File: src/rtl/comb_decim.sv
// rtl/comb_decim.sv - CIC decimator comb section: decimation counter plus N_STAGES pipelined comb stages.
// Define COMB_DECIM_ROUND_EN to round instead of truncate when O_WIDTH < I_WIDTH.
module comb_decim #(
    parameter int I_WIDTH  = 9,
    parameter int O_WIDTH  = 9,
    parameter int R        = 16,
    parameter int N_STAGES = 3
) (
    input  logic               i_clk,
    input  logic               i_rst_n,
    input  logic               i_en,
    input  logic [I_WIDTH-1:0] i_x,
    output logic [O_WIDTH-1:0] o_y,
    output logic               o_valid
);

    localparam int CW = (R > 2) ? $clog2(R) : 1;
    localparam logic [CW-1:0] CNT_LAST = CW'(R - 1);

    if (R < 2 || R < N_STAGES + 1) begin : g_bad_r
        $error("comb_decim: R must be >= 2 and >= N_STAGES+1");
    end
    if (N_STAGES < 1 || N_STAGES > 8) begin : g_bad_n
        $error("comb_decim: N_STAGES must be in 1..8");
    end
    if (O_WIDTH < 1 || O_WIDTH > I_WIDTH) begin : g_bad_o
        $error("comb_decim: O_WIDTH must be in 1..I_WIDTH");
    end

    logic [CW-1:0]       cnt_q, cnt_d;
    logic [N_STAGES:0]   stb_q, stb_d;
    logic [I_WIDTH-1:0]  stage_q [0:N_STAGES];
    logic [I_WIDTH-1:0]  stage_d [0:N_STAGES];
    logic [I_WIDTH-1:0]  prev_q  [1:N_STAGES];
    logic [I_WIDTH-1:0]  prev_d  [1:N_STAGES];
    logic                dec_evt;

    // stage_q[0] holds the captured sample; stb_q[k-1] marks the cycle stage k updates.
    always_comb begin
        dec_evt = i_en && (cnt_q == CNT_LAST);
        cnt_d   = cnt_q;
        if (i_en) begin
            cnt_d = dec_evt ? '0 : cnt_q + CW'(1);
        end
        stb_d   = {stb_q[N_STAGES-1:0], dec_evt};
        stage_d = stage_q;
        prev_d  = prev_q;
        if (dec_evt) begin
            stage_d[0] = i_x;
        end
        for (int k = 1; k <= N_STAGES; k++) begin
            if (stb_q[k-1]) begin
                stage_d[k] = stage_q[k-1] - prev_q[k];
                prev_d[k]  = stage_q[k-1];
            end
        end
    end

    always_ff @(posedge i_clk) begin
        if (!i_rst_n) begin
            cnt_q <= '0;
            stb_q <= '0;
            for (int k = 0; k <= N_STAGES; k++) begin
                stage_q[k] <= '0;
            end
            for (int k = 1; k <= N_STAGES; k++) begin
                prev_q[k] <= '0;
            end
        end else begin
            cnt_q <= cnt_d;
            stb_q <= stb_d;
            for (int k = 0; k <= N_STAGES; k++) begin
                stage_q[k] <= stage_d[k];
            end
            for (int k = 1; k <= N_STAGES; k++) begin
                prev_q[k] <= prev_d[k];
            end
        end
    end

    assign o_valid = stb_q[N_STAGES];

`ifdef COMB_DECIM_ROUND_EN
    if (O_WIDTH < I_WIDTH) begin : g_round
        localparam logic [I_WIDTH-1:0] HALF = I_WIDTH'(1) << (I_WIDTH - O_WIDTH - 1);
        logic [I_WIDTH-1:0] rnd;
        assign rnd = stage_q[N_STAGES] + HALF;
        assign o_y = rnd[I_WIDTH-1 -: O_WIDTH];
    end else begin : g_trunc
        assign o_y = stage_q[N_STAGES][I_WIDTH-1 -: O_WIDTH];
    end
`else
    assign o_y = stage_q[N_STAGES][I_WIDTH-1 -: O_WIDTH];
`endif

endmodule

File: config.mk
export PLATFORM = sky130hd
export DESIGN_NAME = comb_decim
export DESIGN_NICKNAME = d
export VERILOG_FILES = /design/src/rtl/comb_decim.sv
export SDC_FILE = /design/constraint.sdc
export NUM_CORES = 1
export LEC_CHECK = 0
export CAP_MARGIN = 15
export CORE_ASPECT_RATIO = 1.1
export CORE_MARGIN = 4
export CORE_UTILIZATION = 60
export CTS_BUF_LIST = sky130_fd_sc_hd__clkbuf_16
export CTS_CLUSTER_SIZE = 8
export DETAILED_ROUTE_END_ITERATION = 8
export DONT_BUFFER_PORTS = 1
export PLACE_DENSITY = 0.86
export SKIP_LAST_GASP = 1
export SYNTH_ARGS = -nofsm -noshare
export SYNTH_HDL_FRONTEND = slang
export SYNTH_SLANG_ARGS = --single-unit
File: constraint.sdc
create_clock -name i_clk -period 2.36 [get_ports i_clk]
set_input_delay 0.354 -clock i_clk [delete_from_list [all_inputs] [get_ports i_clk]]
set_output_delay 0.354 -clock i_clk [all_outputs]
set_load 0.02 [all_outputs]
# Word-level counts from Yosys, hierarchy flattened
# Cells that the tools add are included.
# W data, S select, Z words.
# classes
n_addsub	4
mul	0
div_mod_pow	0
n_lt_le_gt_ge	0
eq_ne	1
n_shift	0
mux	1
bitwise_logic	0
n_reduce_logical	1
# ops
operator	n
$sub A9 B9 Y9	3
$add A4 B1 Y4 const B	1
$eq A4 B4 Y1 const B	1
$mux W4	1
$logic_and A1 B1 Y1	1
# totals
reg_bits	71
latchBits	0
ramBits	0
rom_bits	0
in_bits	12
output_inout_bits	10
elab_cells	16
memories	0

# Longest topological paths before layout
# Gate-level depths: netlist (run 1).
# logic_depth
word_depth	3
depth_mapped	8
mapped_depth_nobuf	8

# Worst setup path before layout (run 1)
# Ideal clock, no wire load.
# synth_timing
path_kind	register to register
from	register stage_q[18] in the netlist's numbering
to	register stage_q[17] in the netlist's numbering
setup_time_ns	0.086
t_arrival_ns	1.702
t_required_ns	2.274
path_slack_ns	0.572
stages_incl_launch_ff	9
n_path_buf	0
period_less_slack_ns	1.788
path_cell_list	dfxtp_1 > inv_1 > ha_1 > fa_1 > nand2b_1 > a21oi_1 > o22ai_2 > xnor2_1 > a211oi_1
# synth_between
elab_chain_len	1
# synth_lines
element	line	source
start, declared	32	logic [I_WIDTH-1:0] stage_q [0:N_STAGES];
start signal, assigned by index	73	stage_q[k] <= stage_d[k];
$sub A9 B9 Y9	53	stage_d[k] = stage_q[k-1] - prev_q[k];
# No other way between the ends.
# A chain may end at the register's enable or synchronous reset.

# Worst setup path after layout (run 1)
# layout_timing
from	register stage_q[9] in the netlist's numbering
to	register stage_q, in the netlist o_y[8]
# The elaborated chain is that of the path after synthesis.

==> results.yml, run 1 <==
grt:
  grt_pass1_vias: 2838
  grt_max_degree: 27
  grt_pass1_wl_mm: 12.4
  track_usage: 0.210
  grt_overflow: 0
  antenna_found_initial: 0
cts:
  clk-insertion-delay-late_ns: 0.33
  post-cts-setup-buffers: 0
  root_buffer: "clkbuf_16"
  cts_inserted_buffers: 9
  htreeDepth: 3
  cts_buffer_depth: 2
  cts_resized: 0
  clkSinkCount: 71
  cts_hold_buf: 0
  cts_tree: "built"
  clkSlewWorstSetupHoldPaths_ns: 0.06
timing:
  rsz0062_at_grt: "false"
  finalMaxSlewViolations: 0
  worst_pin_slew_ns: 0.643
  setup-violations-final: 0
  period_share: 0.854
  finalHoldViolations: 0
  min_period_ns: 2.02
  max-slew-margin-rel: 0.570
  fmax_mhz: 496
  final.setup_skew_ns: 0.00644
  fin_setup_tns_ns: 0
  whs_ns: 0.151
power:
  p_sw_uw: 517
  internal-power_mw: 2.13
  p_leak_nw: 1.47
  clockPowerShare: 0.533
  swShare: 0.196
  vdd_drop_max_mv: 0.601
  share_comb_of_total_power: 0.011
  power_density_nw_per_um2: 666
  p_seq_frac: 0.456
critical_path:
  path_depth: 8
  crit_buf_inv: 1
  rr_worst_depth: 8
  crit_slowest_cell: "fa_1"
  path_class: "reg2reg"
  cp_max_fo: 3
  max_stage_delay_ns: 0.40
  cp-end-kind: "register"
  crit_arrival_ns: 2.27
  crit_required_ns: 2.62
  path_delay_family: "adder cells"
  cp-start-kind: "register"
  crit_chain: "inv_1 -> ha_1 -> fa_1 -> nand2b_1 -> a21oi_1 -> o22ai_2 -> xnor2_1 -> a211oi_2"
placed_design:
  post-dp-hpwl_mm: 4.90
  globalplace.congestion: 0.842
  place_inst: 475
  io_buffers: 0
floorplanning:
  start_util: 0.628
  core_region_area_sq_um: 5840
  die_area_sq_um: 7430
  die_h_microns: 90.0
  rows: 29
  die_x_microns: 82.6
  io_pins: 22
synth:
  yosys-top-cells-count: "71 x dfxtp_1, 66 x nor2_1, 33 x mux2i_1, 30 x inv_1"
  ys_seq_area_frac: 0.387
  synth.distinct_cells: 36
  yosysMostFrequentCell: "dfxtp_1"
  synthCells: 421
  synth-seq-cells: 71
  synthFlopType: "dfxtp_1"
  syn_area_per_cell_sq_um: 8.72
  syn_area_sq_um: 3670
  yosys-top-cells-area: "dfxtp_1 39%, mux2i_1 9.0%, ha_1 8.5%"
  async_reset_ff_frac: 0
  yosysTopAreaCell: "dfxtp_1"
  synth_nets: 461
  synth_edf_count: 0
  synth_top_area_share: 0.387
  ys_warn_count: 0
route:
  first_iter_violations: 140
  vias: 2800
  first_pass_iters: 4
  drc: 0
  wl_mm: 6.92
  wl_per_cell_microns: 14.1
  viasPerCell: 5.70
  ant_nets: 0
finish:
  stdcell_count: 491
  area_growth_pct: 8.18
  nets: 449
  drive_gt1_frac: 0.0700
  fillerInstances: 468
  antenna_cells: 0
  fin_util: 0.680
hold_path:
  hp-class: "in2reg"
  holdPathStages: 2
flow_run:
  max_cap_viol_count: 0
run_status:
  status: "finished, final reports clean"
-- worst register-to-register path, delay by kind of cell (launching register included) --
kind            cells  cell delay, ns
fa+ha+maj           2            0.63
buf+inv             1            0.06
xor+xnor            1            0.15
simple gates        1            0.18
compound gates      3            0.56
flops               1            0.37
-- cell type report --
cell class                 instances  area (sq um)  area share
multi-input combinational        289          1980       0.499
sequential                        71          1420       0.358
clock buffer                       9           225      0.0567
inverter                          33           124      0.0312
tap                               77          96.3      0.0243
clock inverter                     7          86.3      0.0217
timing repair buffer               5          37.5     0.00945
-- metal layers --
layer,track usage,vias to the layer above,routed length (microns)
met5,0,-,0
met4,0.0681,0,114
met3,0.0670,12,324
met2,0.356,60,3570
met1,0.246,1322,2910
li1,-,1406,-
-- state kept, by name (all words and copies together) (netlist names) --
name and flops:
stage_q 27, prev_q 27, cnt_q 4, stb_q 4, o_y 9
-- cell usage in the layout (no fill, tap or decap), drive strengths merged, types with 5 or more instances in the layout --
cell,instances
dfxtp,71
inv,34
mux2i,33
a211oi,12
nand3,8
nor2b,8
clkbuf,9
o21ai,12
nand4,6
nand2b,6
or3,7
nand2,26
buf,5
xor2,13
a21oi,26
nor2,66
o211ai,6
ha,25
-- logic make-up after synthesis --
family                     Yosys count  share of synthesized area
AOI/OAI and AO/OA                   76                      0.142
xor gates and xnor gates            17                     0.0406
adders and majority gates           28                      0.102
buffers and inverters               61                     0.0733
DFF                                 71                      0.387
muxes                               33                     0.0900
and+or+nand+nor                    135                      0.165
-- per-stage QoR --
stage	power [mW]	area, sq um	worst slack (ns)
after CTS	2.67	3970	0.359
final	2.64	3970	0.345
after floorplan	1.26	3670	0.572
after global placement	1.26	3660	0.474
after global routing	2.74	3970	0.214
after detailed placement	1.26	3660	0.406
-- final timing paths --
path / startpoint / endpoint / slack, ns
worst min register to register: stage_q[27] / stage_q[27] / 0.48
worst max register to register: stage_q[9] / o_y[8] / 0.34
worst min-delay path: i_x[6] / stage_q[33] / 0.15
worst max-delay path: stage_q[9] / o_y[8] / 0.34
-- power by group through the flow --
stage          clock network (mW)  registers (mW)  logic [mW]
2_1_floorplan                   0            1.23      0.0271
3_3_place_gp                    0            1.23      0.0271
3_5_place_dp                    0            1.23      0.0285
4_1_cts                      1.44            1.20      0.0283
5_1_grt                      1.50            1.20      0.0323
6_report                     1.41            1.21      0.0281
(Power assumes the default switching activity.)
==> inputs of run 2 (changes only) <==
--- a/config.mk
+++ b/config.mk
@@ -14,6 +14,7 @@
 export DETAILED_ROUTE_END_ITERATION = 8
 export DONT_BUFFER_PORTS = 1
 export PLACE_DENSITY = 0.86
+export RECOVER_POWER = 25
 export SKIP_LAST_GASP = 1
 export SYNTH_ARGS = -nofsm -noshare
 export SYNTH_HDL_FRONTEND = slang
==> results.yml, run 2 (synthesis results as in run 1) <==
cts:
  post-cts-setup-buffers: 0
  cts_buffer_depth: 2
  clk-insertion-delay-late_ns: 0.33
  root_buffer: "clkbuf_16"
  cts_inserted_buffers: 9
  htreeDepth: 3
  cts_tree: "built"
  clkSlewWorstSetupHoldPaths_ns: 0.05
  cts_resized: 0
  clkSinkCount: 71
  cts_hold_buf: 0
power:
  vdd_drop_max_mv: 0.599
  share_comb_of_total_power: 0.011
  power_density_nw_per_um2: 667
  p_sw_uw: 515
  internal-power_mw: 2.13
  clockPowerShare: 0.533
  p_leak_nw: 1.46
  p_seq_frac: 0.456
  swShare: 0.195
critical_path:
  crit_required_ns: 2.53
  cp_max_fo: 3
  path_delay_family: "adder cells"
  crit_arrival_ns: 2.20
  crit_chain: "inv_1 -> ha_1 -> fa_1 -> nand2b_1 -> a21oi_1 -> o22ai_2 -> xnor2_1 -> a211oi_2"
  crit_buf_inv: 1
  max_stage_delay_ns: 0.40
  rrSetupSlack_ns: 0.33
  cp-start-kind: "register"
  crit_slowest_cell: "fa_1"
  cp-end-kind: "register"
  path_class: "reg2reg"
route:
  first_iter_violations: 164
  first_pass_iters: 5
  wl_per_cell_microns: 14.0
  wl_mm: 6.88
  viasPerCell: 5.73
  drc: 0
  vias: 2814
  ant_nets: 0
placed_design:
  post-dp-hpwl_mm: 4.90
  globalplace.congestion: 0.842
  io_buffers: 0
  place_inst: 475
run_status:
  status: "finished, final reports clean"
grt:
  antenna_found_initial: 0
  grt_pass1_vias: 2838
  grt_max_degree: 27
  track_usage: 0.210
  grt_overflow: 0
  grt_pass1_wl_mm: 12.4
timing:
  final.setup_skew_ns: 0.00909
  max-slew-margin-rel: 0.255
  finalMaxSlewViolations: 0
  min_period_ns: 2.03
  setup-violations-final: 0
  worst_pin_slew_ns: 1.12
  finalHoldViolations: 0
  rsz0062_at_grt: "false"
  whs_ns: 0.153
  period_share: 0.860
  fin_setup_tns_ns: 0
  fmax_mhz: 493
floorplanning:
  rows: 29
  io_pins: 22
  start_util: 0.628
  core_region_area_sq_um: 5840
  die_area_sq_um: 7430
  die_x_microns: 82.6
  die_h_microns: 90.0
finish:
  layout_common_cells: "71 x dfxtp_1, 66 x nor2_1, 33 x mux2i_1, 30 x inv_1"
  drive_gt1_frac: 0.0628
  stdcell_count: 491
  nets: 449
  final_common_cell: "dfxtp_1"
  area_growth_pct: 7.88
  antenna_cells: 0
flow_run:
  max_cap_viol_count: 0
hold_path:
  hp-class: "in2reg"
## run 2: cell count changes in the layout (fill, tap and decap cells not counted)
cell      before  now
buf_4          5    2
clkbuf_1       0    3
## run 2: metal layers
| metal | up-vias | wire, microns | track usage | part of all wire |
|---|---|---|---|---|
| met4 | 0 | 128 | 0.0681 | 0.019 |
| met5 | - | 0 | 0 | 0 |
| li1 | 1408 | - | - | - |
| met1 | 1318 | 2860 | 0.246 | 0.42 |
| met2 | 66 | 3570 | 0.356 | 0.52 |
| met3 | 22 | 311 | 0.0670 | 0.045 |
## run 2: cell type report
cell class,instances,area (sq um)
multi-input cells,289,1980
fillers,471,1880
flip-flops and latches,71,1420
clock buffers,9,225
inverters,33,124
well taps,77,96.3
clock inverters,7,86.3
repair buffers,5,26.3
## run 2: final timing paths
kind	from	end	cells past startpoint
max	stage_q[27]	stage_q[26]	8
min reg2reg	stage_q[27]	stage_q[27]	2
min	i_x[6]	stage_q[33]	2
max reg2reg	stage_q[27]	stage_q[26]	8
## run 2: per-stage QoR
stage               cell area, sq um  setup slack, ns  power (mW)  utilization
floorplan                       3670            0.572        1.26            -
global placement                3660            0.474        1.26        0.626
detailed placement              3660            0.406        1.26        0.626
CTS                             3970            0.359        2.67        0.680
global route                    3960            0.177        2.74        0.678
finish                          3960            0.331        2.64        0.678
## run 2: worst reg2reg max path: stages, from the launching register on
cell      delay (ns)
dfxtp_1         0.34
inv_1           0.06
ha_1            0.23
fa_1            0.40
nand2b_1        0.18
a21oi_1         0.23
o22ai_2         0.11
xnor2_1         0.22
a211oi_2        0.10
## run 2: power groups by stage
stage / combinational [mW] / clock, mW / sequential, mW
detailed placement: 0.0285 / 0 / 1.23
global route: 0.0323 / 1.50 / 1.20
CTS: 0.0283 / 1.44 / 1.20
finish: 0.0278 / 1.41 / 1.21
global placement: 0.0271 / 0 / 1.23
floorplan: 0.0271 / 0 / 1.23
